===== src/rtl/ser_pkg.sv =====
// Shared state encoding and constants for the word serializer.
package ser_pkg;

    localparam logic S_IDLE_ENC  = 1'b0;
    localparam logic S_SHIFT_ENC = 1'b1;

    typedef enum logic {
        S_IDLE  = S_IDLE_ENC,
        S_SHIFT = S_SHIFT_ENC
    } ser_state_e;

    localparam logic IDLE_BIT_DEFAULT = 1'b0;

endpackage


===== src/rtl/word_hold_buf.sv =====
// One-entry word buffer with full flag; a write in the same cycle as a read keeps it full.
module word_hold_buf
    import ser_pkg::*;
#(
    parameter int WIDTH = 8
) (
    input  logic             clk,
    input  logic             rst_n,
    input  logic             wr_en_i,
    input  logic [WIDTH-1:0] wr_data_i,
    input  logic             rd_en_i,
    output logic [WIDTH-1:0] rd_data_o,
    output logic             full_o
);

    logic [WIDTH-1:0] data_q, data_d;
    logic             full_q, full_d;

    always_comb begin
        data_d = wr_en_i ? wr_data_i : data_q;
        full_d = wr_en_i | (full_q & ~rd_en_i);
    end

    always_ff @(posedge clk or negedge rst_n) begin
        if (!rst_n) begin
            data_q <= '0;
            full_q <= 1'b0;
        end else begin
            data_q <= data_d;
            full_q <= full_d;
        end
    end

    assign rd_data_o = data_q;
    assign full_o    = full_q;

endmodule


===== src/rtl/word_serializer.sv =====
// Parallel words in over valid/ready, gapless registered serial stream out.
//   state   | meaning
//   S_IDLE  | shifter empty, bit_out parked at IDLE_BIT
//   S_SHIFT | shifter holds a word; cnt_q indexes the bit on bit_out
module word_serializer
    import ser_pkg::*;
#(
    parameter int   WIDTH     = 8,
    parameter bit   MSB_FIRST = 1'b1,
    parameter logic IDLE_BIT  = IDLE_BIT_DEFAULT
) (
    input  logic             clk,
    input  logic             rst_n,
    input  logic [WIDTH-1:0] in_data_i,
    input  logic             in_valid_i,
    output logic             in_ready_o,
    input  logic             shift_en_i,
    output logic             bit_out_o,
    output logic             bit_valid_o,
    output logic             word_done_o,
    output logic             busy_o
);

    localparam int               CNT_W    = $clog2(WIDTH);
    localparam logic [CNT_W-1:0] CNT_LAST = CNT_W'(WIDTH - 1);

    ser_state_e       state_q, state_d;
    logic [CNT_W-1:0] cnt_q, cnt_d;
    logic [WIDTH-1:0] shreg_q, shreg_d;
    logic             bit_out_q, bit_out_d;

    logic             hold_full;
    logic [WIDTH-1:0] hold_data;
    logic             accept, last, free_slot;
    logic             load_hold, load_direct, hold_wr;
    logic [WIDTH-1:0] load_word;

    function automatic logic first_bit(input logic [WIDTH-1:0] w);
        return MSB_FIRST ? w[WIDTH-1] : w[0];
    endfunction

    function automatic logic [WIDTH-1:0] drop_bit(input logic [WIDTH-1:0] w);
        return MSB_FIRST ? (w << 1) : (w >> 1);
    endfunction

    // The shifter can take a new word when idle or while its last bit goes out.
    assign accept      = in_valid_i & ~hold_full;
    assign last        = (state_q == S_SHIFT) & (cnt_q == CNT_LAST) & shift_en_i;
    assign free_slot   = (state_q == S_IDLE) | last;
    assign load_hold   = free_slot & hold_full;
    assign load_direct = free_slot & ~hold_full & accept;
    assign hold_wr     = accept & ~load_direct;
    assign load_word   = hold_full ? hold_data : in_data_i;

    word_hold_buf #(
        .WIDTH (WIDTH)
    ) u_hold (
        .clk       (clk),
        .rst_n     (rst_n),
        .wr_en_i   (hold_wr),
        .wr_data_i (in_data_i),
        .rd_en_i   (load_hold),
        .rd_data_o (hold_data),
        .full_o    (hold_full)
    );

    always_comb begin
        state_d   = state_q;
        cnt_d     = cnt_q;
        shreg_d   = shreg_q;
        bit_out_d = bit_out_q;
        if (load_hold || load_direct) begin
            state_d   = S_SHIFT;
            cnt_d     = '0;
            shreg_d   = drop_bit(load_word);
            bit_out_d = first_bit(load_word);
        end else if ((state_q == S_SHIFT) && shift_en_i) begin
            if (last) begin
                state_d   = S_IDLE;
                cnt_d     = '0;
                bit_out_d = IDLE_BIT;
            end else begin
                cnt_d     = cnt_q + CNT_W'(1);
                shreg_d   = drop_bit(shreg_q);
                bit_out_d = first_bit(shreg_q);
            end
        end
    end

    always_ff @(posedge clk or negedge rst_n) begin
        if (!rst_n) begin
            state_q   <= S_IDLE;
            cnt_q     <= '0;
            shreg_q   <= '0;
            bit_out_q <= IDLE_BIT;
        end else begin
            state_q   <= state_d;
            cnt_q     <= cnt_d;
            shreg_q   <= shreg_d;
            bit_out_q <= bit_out_d;
        end
    end

    assign in_ready_o  = ~hold_full;
    assign bit_out_o   = bit_out_q;
    assign bit_valid_o = (state_q == S_SHIFT) & shift_en_i;
    assign word_done_o = last;
    assign busy_o      = (state_q == S_SHIFT) | hold_full;

endmodule


===== config.mk =====
export PLATFORM = sky130hd
export DESIGN_NAME = word_serializer
export DESIGN_NICKNAME = d
export VERILOG_FILES = /design/src/rtl/ser_pkg.sv /design/src/rtl/word_hold_buf.sv /design/src/rtl/word_serializer.sv
export SDC_FILE = /design/constraint.sdc
export NUM_CORES = 1
export LEC_CHECK = 0
export ABC_AREA = 1
export ABC_CLOCK_PERIOD_IN_PS = 2300
export CAP_MARGIN = 20
export CORE_MARGIN = 2
export CORE_UTILIZATION = 50
export CTS_BUF_LIST = sky130_fd_sc_hd__clkbuf_2
export CTS_CLUSTER_SIZE = 8
export DETAILED_ROUTE_END_ITERATION = 16
export PLACE_DENSITY = 0.82
export SKIP_CTS_REPAIR_TIMING = 1
export SLEW_MARGIN = 25
export SYNTH_ARGS = -nofsm -noshare
export SYNTH_HDL_FRONTEND = slang
export SYNTH_SLANG_ARGS = --single-unit

===== constraint.sdc =====
create_clock -name clk -period 2.3 [get_ports clk]
set_clock_uncertainty 0.05 [all_clocks]
set_input_delay 0.345 -clock clk [delete_from_list [all_inputs] [get_ports clk]]
set_output_delay 0.345 -clock clk [all_outputs]
set_load 0.05 [all_outputs]

**Word-level counts from Yosys, hierarchy flattened**

Cells that the tools add are included.

- Add/subtract/negate cells: 1
- Equal/unequal tests: 2
- Mux-type cells: 13
- Bitwise operators: 16
- Reductions and logical operators: 6

Operator list:

| operator | number |
|---|---|
| two-way mux 8 bit | 4 |
| bitwise AND 1 bit | 9 |
| two-way mux 3 bit | 3 |
| two-way mux 1 bit | 6 |
| inverter 1 bit | 4 |
| AND reduction 2 bit | 2 |
| nonzero test 2 bit | 2 |
| adder 3 x 1 -> 3 bit (second input constant) | 1 |
| == test 3 bit (second input constant) | 1 |
| OR 1 bit | 3 |
| inequality test 2 x 1 -> 1 bit (second input constant) | 1 |
| logical AND 1 bit | 1 |
| logical OR 1 bit | 1 |

- Register bits after elaboration: 22

**Logic depth before layout (Yosys ltp)**

Gate-level depths: netlist (run 1).

- Word-level depth: 9
- Depth in mapped cells: 10

**Hierarchy**

From an unflattened synthesis (run 1), not the netlist that was laid out.

- Cell total of the unflattened synthesis: 152
- Area, all modules: 1158.6 um2

Modules (own cells, without submodules):

| module | times used | cells each | area an instance (um2) |
|---|---|---|---|
| word_serializer | 1 | 114 | 817.0 |
| word_hold_buf | 1 | 38 | 341.6 |

**Worst setup path before layout (run 1)**

No wires, ideal clock.

- Kind: register to output
- Start: register cnt_q[0]
- End: output word_done_o
- Data arrival time: 1.471 ns
- Setup slack: 0.434 ns
- Cell stages (with the launch flop): 6
- Path buffers: 1
- Path through: dfrtp_1 > ha_1 > ha_1 > buf_6 > inv_1 > nor2_1

- Cells in the longest elaborated chain, start to end: 3

RTL lines:

| element | line | text |
|---|---|---|
| start, declared | word_serializer.sv:28 | `logic [CNT_W-1:0] cnt_q, cnt_d;` |
| start signal, assigned | word_serializer.sv:98 | `cnt_q <= cnt_d;` |
| == test 3 bit | word_serializer.sv:48 | `assign last = (state_q == S_SHIFT) & (cnt_q == CNT_LAST) & shift_en_i;` |
| bitwise AND 1 bit (2 in a row) | word_serializer.sv:48 |  |
| end, declared | word_serializer.sv:20 | `output logic word_done_o,` |

Every way passes these cells.

**Final worst setup path (run 1)**

Same ends and word-level chain as after synthesis.

==> flow_summary.yaml, run 1 <==
detailed_routing:
  drt-pass1-iter-count: 4
  drt-total-wl_um: 2270
  viasPerCell: 5.01
  post_drt_wl_per_cell_um: 11.9
  first_iter_violations: 27
  vias: 957
  route.detailed.drc: 0
  ant_nets: 0
power:
  power_density_nw_per_um2: 935
  irDropWorstVdd_mv: 0.650
  finalPower_mw: 1.29
  leakagePower_nw: 0.728
grt:
  grtUsageTotal_pct: 21.2
  grt_pass1_wl_um: 4230
  antenna_found_initial: 0
  grt_max_degree: 22
  grt_pass1_vias: 981
  gr-total-overflow: 0
synth:
  netlist_area_um2: 1170
  synth-seq-area-share_pct: 44.7
  synthesis.nets: 159
  synth.distinct_cells: 22
  avgSynthCellArea_um2: 8.10
  ys_warn_count: 0
  synth_seq_cells: 21
  postSynthCellCount: 145
clock_tree:
  cts-root-to-sink-buffers: 2
  clk_pin_slew_ns: 0.21
  cts-buffers-inserted: 3
  insertion_delay_ns: 0.33
  h-tree-depth: 1
  cts-root-buf: "clkbuf_2"
  clkSinkCount: 21
  cts_tree: "built"
die:
  start_util_pct: 53.1
  fp-row-count: 17
  core-area_um2: 2210
  die_width_um: 52.5
  ios: 17
  die_y_um: 52.5
  die_area_um2: 2750
layout:
  fill_cells: 202
  final_layout_size_suffix_gt1_share_pct: 16.6
  syn_to_final_growth_pct: 17.4
  final_nets: 178
  antenna_cells: 0
setup_path:
  crit_chain: "ha_1 > ha_1 > inv_1 > nor2_1 > buf_12"
  cpMostUsedCell: "ha_1"
  crit_slowest_cell: "dfrtp_1"
  critical_path.top_delay_family: "adder cells"
  endpoint_kind: "output pin"
  cp_max_fo: 10
  slowest_delay_ns: 0.43
  criticalPathCategory: "flip-flop to output pin"
  cp-start-kind: "flip-flop"
  crit_arrival_ns: 1.80
  cp.required_ns: 1.90
  cp_num_buf_inv: 2
timing:
  rsz0062_at_grt: "false"
  setup_violations: 0
  clock.fmax_mhz: 455
  relSlewSlack_pct: 66.9
  post-route-period-util_pct: 95.5
  tns_ns: 0
  slew_violations: 0
  worst_pin_slew_ns: 0.494
  hold_violations: 0
  min_period_ns: 2.20
hold_path:
  hp-class: "input pin to asynchronous set/reset pin"
flow_run:
  cap_violations: 0
placed_design:
  place_congestion: 0.888
  dp_hpwl_um: 1730
  io_buffers: 16
outcome:
  status: "finished, final reports clean"
==> routing by layer <==
layer	up-vias	routed length [µm]	GRT usage (%)
met4	0	44	8.97
met5	-	0	0
met2	18	1060	34.0
met1	435	1100	28.9
li1	499	-	-
met3	5	67	2.57
==> cell usage after synthesis <==
cell type,n,share of area [%]
xnor2_1,1,0.75
nor2_1,3,0.96
nand2_2,2,1.1
buf_2,2,0.85
a21oi_1,1,0.43
inv_2,1,0.32
buf_6,2,1.9
inv_1,14,4.5
and3_1,1,0.53
nand3_4,1,1.5
o21ai_2,9,6.7
nand3_2,1,0.85
dfrtp_1,21,45
o211ai_1,6,3.8
nand2_1,62,20
buf_12,1,1.7
nand3_1,10,4.3
ha_1,2,2.1
o21ai_0,2,0.85
clkinv_1,1,0.32
nand2_4,1,0.96
o211ai_2,1,1.1
==> registers in the layout, summed over array words and instances (netlist names) <==
| register | flops |
|---|---|
| bit_out_o | 1 |
| cnt_q | 3 |
| state_q | 1 |
| u_hold.rd_data_o | 8 |
| u_hold.full_o | 1 |
| shreg_q | 7 |
==> placed cells by master, fill, tap and decap left out <==
cell type        synthesis  layout
nand2_2                  2       2
buf_12                   1       2
nor2_1                   3       3
dfrtp_2                  0       1
xnor2_1                  1       1
o211ai_1                 6       6
clkinv_1                 1       1
o21ai_2                  9       9
clkdlybuf4s50_1          0      13
o21ai_0                  2       2
nand2_4                  1       1
inv_2                    1       1
o211ai_2                 1       1
and3_1                   1       1
clkbuf_2                 0       4
nand3_4                  1       1
a21oi_1                  1       1
buf_4                    0       4
ha_1                     2       2
dfrtp_1                 21      20
nand3_2                  1       1
inv_1                   14      14
nand3_1                 10      10
nand2_1                 62      62
==> logic make-up (layout without fill, tap and decap cells) <==
logic type	Yosys count	in the layout	synth area share (%)
AO/OA/AOI/OAI	19	19	12.9
XOR/XNOR	1	1	0.746
adder cells (fa/ha/maj)	2	2	2.13
buffers and inverters	21	39	9.58
flip-flops	21	21	44.7
AND/OR/NAND/NOR	81	81	29.9
==> area by class of cell <==
cell class	instances	area, µm²	area share (%)
multi-input combinational	103	537	38.9
sequential	21	527	38.2
timing repair buffer	19	200	14.5
inverter	16	60.1	4.36
tap	28	35.0	2.54
clock buffer	4	20.0	1.45
==> path summary, 6_finish.rpt <==
check	start	to	slack, ns	depth (start not counted)
setup / recovery	cnt_q[0]$_DFFE_PN0P_	word_done_o	0.10	5
hold / removal	rst_n	bit_out_o$_DFFE_PN0P_	0.26	2
setup reg to reg	cnt_q[0]$_DFFE_PN0P_	shreg_q[6]$_DFFE_PN0P_	0.34	8
hold reg to reg	u_hold.rd_data_o[0]$_DFFE_PN0P_	u_hold.rd_data_o[0]$_DFFE_PN0P_	0.47	2
max in group asynchronous	rst_n	u_hold.full_o$_DFF_PN0_	1.70	2
min in group clk	u_hold.rd_data_o[0]$_DFFE_PN0P_	u_hold.rd_data_o[0]$_DFFE_PN0P_	0.47	2
==> through the flow <==
| step | setup slack (ns) | instance area [µm²] | hold slack, ns | util, % | cells |
|---|---|---|---|---|---|
| 2_1_floorplan | 0.434 | 1170 | -0.000591 | - | 145 |
| 3_3_place_gp | 0.460 | 1360 | 0.414 | 61.4 | 187 |
| 3_5_place_dp | 0.442 | 1360 | 0.423 | 61.4 | 187 |
| 4_1_cts | 0.0965 | 1380 | 0.269 | 62.3 | 191 |
| 5_1_grt | 0.0109 | 1380 | 0.274 | 62.3 | 191 |
| 6_report | 0.104 | 1380 | 0.260 | 62.3 | 191 |
==> where the power goes <==
group	internal [mW]	switching (mW)	total (mW)	leakage (nW)
clock	0.0460	0.118	0.164	0.0166
sequential	0.505	0.0934	0.598	0.264
combinational	0.222	0.306	0.527	0.448
==> worst reg2reg max path: stages (launching register included) <==
cell and delay [ns]:
dfrtp_1 0.43, ha_1 0.17, ha_1 0.39, nand3_2 0.14, nand2_2 0.21, nand2_4 0.18, o21ai_2 0.17, nand2_1 0.11
nand2_1 0.08
Note: power is estimated with default switching activity, not from simulation.
==> run 2, diff against run 1 <==
CORE_UTILIZATION = 45   (was 50)
PLACE_DENSITY = 0.76   (was 0.82)
==> flow_summary.yaml, run 2 (synthesized netlist as in run 1, its figures left out) <==
setup_path:
  crit_arrival_ns: 1.76
  slowest_delay_ns: 0.41
  critical_path_depth: 5
  cp-start-kind: "flip-flop"
  endpoint_kind: "output pin"
  crit_chain: "ha_1 > ha_1 > inv_1 > nor2_1 > buf_12"
  cpMostUsedCell: "ha_1"
  reg2reg_slack_ns: 0.39
  cp_max_fo: 10
  cp.required_ns: 1.90
  crit_slowest_cell: "dfrtp_1"
  critical_path.top_delay_family: "adder cells"
  cp_num_buf_inv: 2
  rr_worst_depth: 8
  criticalPathCategory: "flip-flop to output pin"
power:
  pwr-share-seq_pct: 46.7
  leakagePower_nw: 0.728
  p_switching_uw: 501
  swShare_pct: 39.4
  finalPower_mw: 1.27
  intPower_uw: 771
  power_density_nw_per_um2: 921
  irDropWorstVdd_mv: 0.623
  comb_power_share_pct: 40.9
  p_clk_share_pct: 12.4
timing:
  post-route-period-util_pct: 93.7
  setup_violations: 0
  slew_violations: 0
  tns_ns: 0
  rsz0062_at_grt: "false"
  hold_violations: 0
  min_period_ns: 2.15
  worst_pin_slew_ns: 0.489
  clock.fmax_mhz: 464
  relSlewSlack_pct: 67.3
grt:
  antenna_found_initial: 0
  grt_pass1_vias: 854
  grt_pass1_wl_um: 3730
  gr-total-overflow: 0
  grtUsageTotal_pct: 17.2
  grt_max_degree: 22
placed_design:
  io_buffers: 16
  placed_area_um2: 1360
  dp_hpwl_um: 1650
  placedCellCount: 189
  place_congestion: 0.783
layout:
  final_layout_size_suffix_gt1_share_pct: 16.6
  final_common_cell: "nand2_1"
  syn_to_final_growth_pct: 17.6
  stdcell_count: 193
  stdcell_area_um2: 1380
  final_nets: 178
  mostFrequentLayoutCells: "nand2_1, dfrtp_1, inv_1"
  antenna_cells: 0
  largest_register_ffs: 8
die:
  fp-row-count: 18
  die_y_um: 55.1
  core-area_um2: 2480
  die_area_um2: 3040
  start_util_pct: 47.4
  die_width_um: 55.1
  ios: 17
detailed_routing:
  viasPerCell: 4.94
  first_iter_violations: 25
  route.detailed.drc: 0
  post_drt_wl_per_cell_um: 11.3
  vias: 954
  ant_nets: 0
  drt-total-wl_um: 2180
  drt-pass1-iter-count: 4
clock_tree:
  insertion_delay_ns: 0.32
  h-tree-depth: 1
  cts-root-to-sink-buffers: 2
  cts_tree: "built"
  clkSinkCount: 21
  clk_pin_slew_ns: 0.20
  cts-buffers-inserted: 3
  cts-root-buf: "clkbuf_2"
flow_run:
  cap_violations: 0
outcome:
  status: "finished, final reports clean"
hold_path:
  hp-class: "input pin to asynchronous set/reset pin"
## run 2: layout make-up
cell class / instances / area (µm²)
Fill cell: 251 / 1100
Multi-Input combinational cell: 103 / 537
Sequential cell: 21 / 527
Timing Repair Buffer: 19 / 200
Inverter: 16 / 60.1
Tap cell: 30 / 37.5
Clock buffer: 4 / 20.0
## run 2: path summary, 6_finish.rpt
check | startpoint | endpoint
min | rst_n | shreg_q[6]$_DFFE_PN0P_
min reg2reg | u_hold.rd_data_o[2]$_DFFE_PN0P_ | u_hold.rd_data_o[2]$_DFFE_PN0P_
max in group asynchronous | rst_n | u_hold.full_o$_DFF_PN0_
min in group clk | u_hold.rd_data_o[2]$_DFFE_PN0P_ | u_hold.rd_data_o[2]$_DFFE_PN0P_
max | cnt_q[0]$_DFFE_PN0P_ | word_done_o
max reg2reg | cnt_q[0]$_DFFE_PN0P_ | shreg_q[2]$_DFFE_PN0P_
## run 2: worst register-to-register path, cell delays in order, from the launching register on
cell	delay [ns]
dfrtp_1	0.41
ha_1	0.16
ha_1	0.41
nand3_2	0.13
nand2_2	0.22
nand2_4	0.18
o21ai_2	0.17
nand2_1	0.09
nand2_1	0.06
## run 2: metal layers
metal	share of wire (%)	routed length, µm	global-route usage [%]	vias to the layer above
met1	48	1040	23.1	437
met2	48	1050	28.2	18
met4	0.73	16	4.88	0
li1	-	-	-	497
met3	3.4	75	3.23	2
met5	0	0	0	-
## run 2: power by group through the flow
stage	clock, mW	sequential (mW)	combinational [mW]
floorplan	0	0.604	0.384
global placement	0	0.592	0.504
detailed placement	0	0.603	0.525
CTS	0.165	0.594	0.528
global route	0.179	0.611	0.592
finish	0.158	0.594	0.520
## run 2: metrics by stage
stage	hold WS (ns)	util [%]	setup WS, ns
floorplan	-0.000591	-	0.434
detailed placement	0.418	54.9	0.389
global placement	0.414	54.9	0.462
finish	0.288	55.8	0.145
CTS	0.286	55.7	0.0875
global route	0.264	55.8	0.00303
==> run 3, diff against run 2 <==
GPL_TIMING_DRIVEN = 0   (was not set)
==> flow_summary.yaml, run 3 (synthesized netlist as in run 1, its figures left out) <==
die:
  core-area_um2: 2480
  start_util_pct: 47.4
  die_area_um2: 3040
  ios: 17
  die_y_um: 55.1
  fp-row-count: 18
  die_width_um: 55.1
timing:
  tns_ns: 0
  clock.fmax_mhz: 485
  min_period_ns: 2.06
  relSlewSlack_pct: 66.7
  slew_violations: 0
  setup_violations: 0
  rsz0062_at_grt: "false"
  hold_violations: 0
  worst_pin_slew_ns: 0.499
  post-route-period-util_pct: 89.6
flow_run:
  cap_violations: 0
setup_path:
  r2r-start: "cnt_q[0]$_DFFE_PN0P_"
  cp-start-kind: "flip-flop"
  rr_worst_depth: 10
  endpoint_kind: "output pin"
  cp.required_ns: 1.90
  rr_endpoint: "u_hold.rd_data_o[1]$_DFFE_PN0P_"
  reg2reg_slack_ns: 0.42
  cp_max_fo: 10
  criticalPathCategory: "flip-flop to output pin"
  crit_arrival_ns: 1.67
grt:
  gr-total-overflow: 0
  grtUsageTotal_pct: 18.8
  grt_max_degree: 22
  grt_pass1_wl_um: 4110
  antenna_found_initial: 0
  grt_pass1_vias: 910
detailed_routing:
  first_iter_violations: 23
  viasPerCell: 5.01
  vias: 982
  post_drt_wl_per_cell_um: 11.5
  drt-pass1-iter-count: 4
  route.detailed.drc: 0
  drt-total-wl_um: 2260
  ant_nets: 0
clock_tree:
  cts-buffers-inserted: 3
  cts-root-buf: "clkbuf_2"
  cts-root-to-sink-buffers: 2
  clk_pin_slew_ns: 0.19
  h-tree-depth: 1
  clkSinkCount: 21
  insertion_delay_ns: 0.33
  cts_tree: "built"
layout:
  mostFrequentLayoutCells: "nand2_1, dfrtp_1, inv_1"
  stdcell_count: 196
  largest_register_ffs: 8
  final_nets: 181
  final_common_cell: "nand2_1"
  syn_to_final_growth_pct: 19.2
  final_layout_size_suffix_gt1_share_pct: 16.3
  antenna_cells: 0
hold_path:
  hp-class: "input pin to asynchronous set/reset pin"
power:
  irDropWorstVdd_mv: 0.508
  power_density_nw_per_um2: 911
  leakagePower_nw: 0.764
outcome:
  status: "finished, final reports clean"
placed_design:
  dp_hpwl_um: 1690
  io_buffers: 16
  placedCellCount: 191
  place_congestion: 0.789
==> run 3: power by group <==
group	total, mW	internal [mW]	switching [mW]
Sequential	0.582	0.504	0.0783
Clock	0.158	0.0460	0.112
Combinational	0.535	0.226	0.309
Total	1.28	0.776	0.500
==> run 3: area by class of cell <==
class                   instances  area (µm²)
inverters                      16        60.1
fillers                       240        1080
well taps                      30        37.5
flip-flops and latches         21         526
multi-input cells             103         537
clock buffers                   4        20.0
repair buffers                 17         168
plain buffers                   5        52.6
==> run 3: worst max-delay path by stage <==
stage                               from  slack (ns)          end  cells after the start
floorplan           cnt_q[0]$_DFFE_PN0P_        0.43  word_done_o                      5
global placement              shift_en_i       -0.25  word_done_o                      5
detailed placement            shift_en_i       -0.26  word_done_o                      5
CTS                 cnt_q[0]$_DFFE_PN0P_       -0.32  word_done_o                      6
global route        cnt_q[0]$_DFFE_PN0P_        0.07  word_done_o                      6
finish              cnt_q[0]$_DFFE_PN0P_        0.24  word_done_o                      6
==> run 3: per-stage QoR <==
| step | hold slack [ns] | area, µm² | total power [mW] | setup slack, ns | utilization [%] |
|---|---|---|---|---|---|
| final | 0.420 | 1400 | 1.28 | 0.239 | 56.5 |
| after global routing | 0.425 | 1400 | 1.40 | 0.0671 | 56.5 |
| after CTS | 0.460 | 1390 | 1.29 | -0.322 | 56.2 |
| after detailed placement | 0.418 | 1370 | 1.13 | -0.260 | 55.4 |
| after global placement | 0.414 | 1370 | 1.10 | -0.246 | 55.4 |
| after floorplan | -0.000591 | 1170 | 0.988 | 0.434 | - |
==> run 3: per-layer routing <==
layer | vias to the layer above | part of all wire (%) | track usage, %
met1 | 457 | 47 | 25.6
li1 | 503 | - | -
met3 | 5 | 3.7 | 2.42
met2 | 17 | 48 | 31.2
met5 | - | 0 | 0
met4 | 0 | 1.7 | 6.10
==> run 3: worst max-delay path: stages (launching register included) <==
cell      delay [ns]
dfrtp_1         0.45
ha_1            0.21
ha_1            0.19
buf_6           0.14
inv_1           0.07
nor2_1          0.05
clkbuf_2        0.23
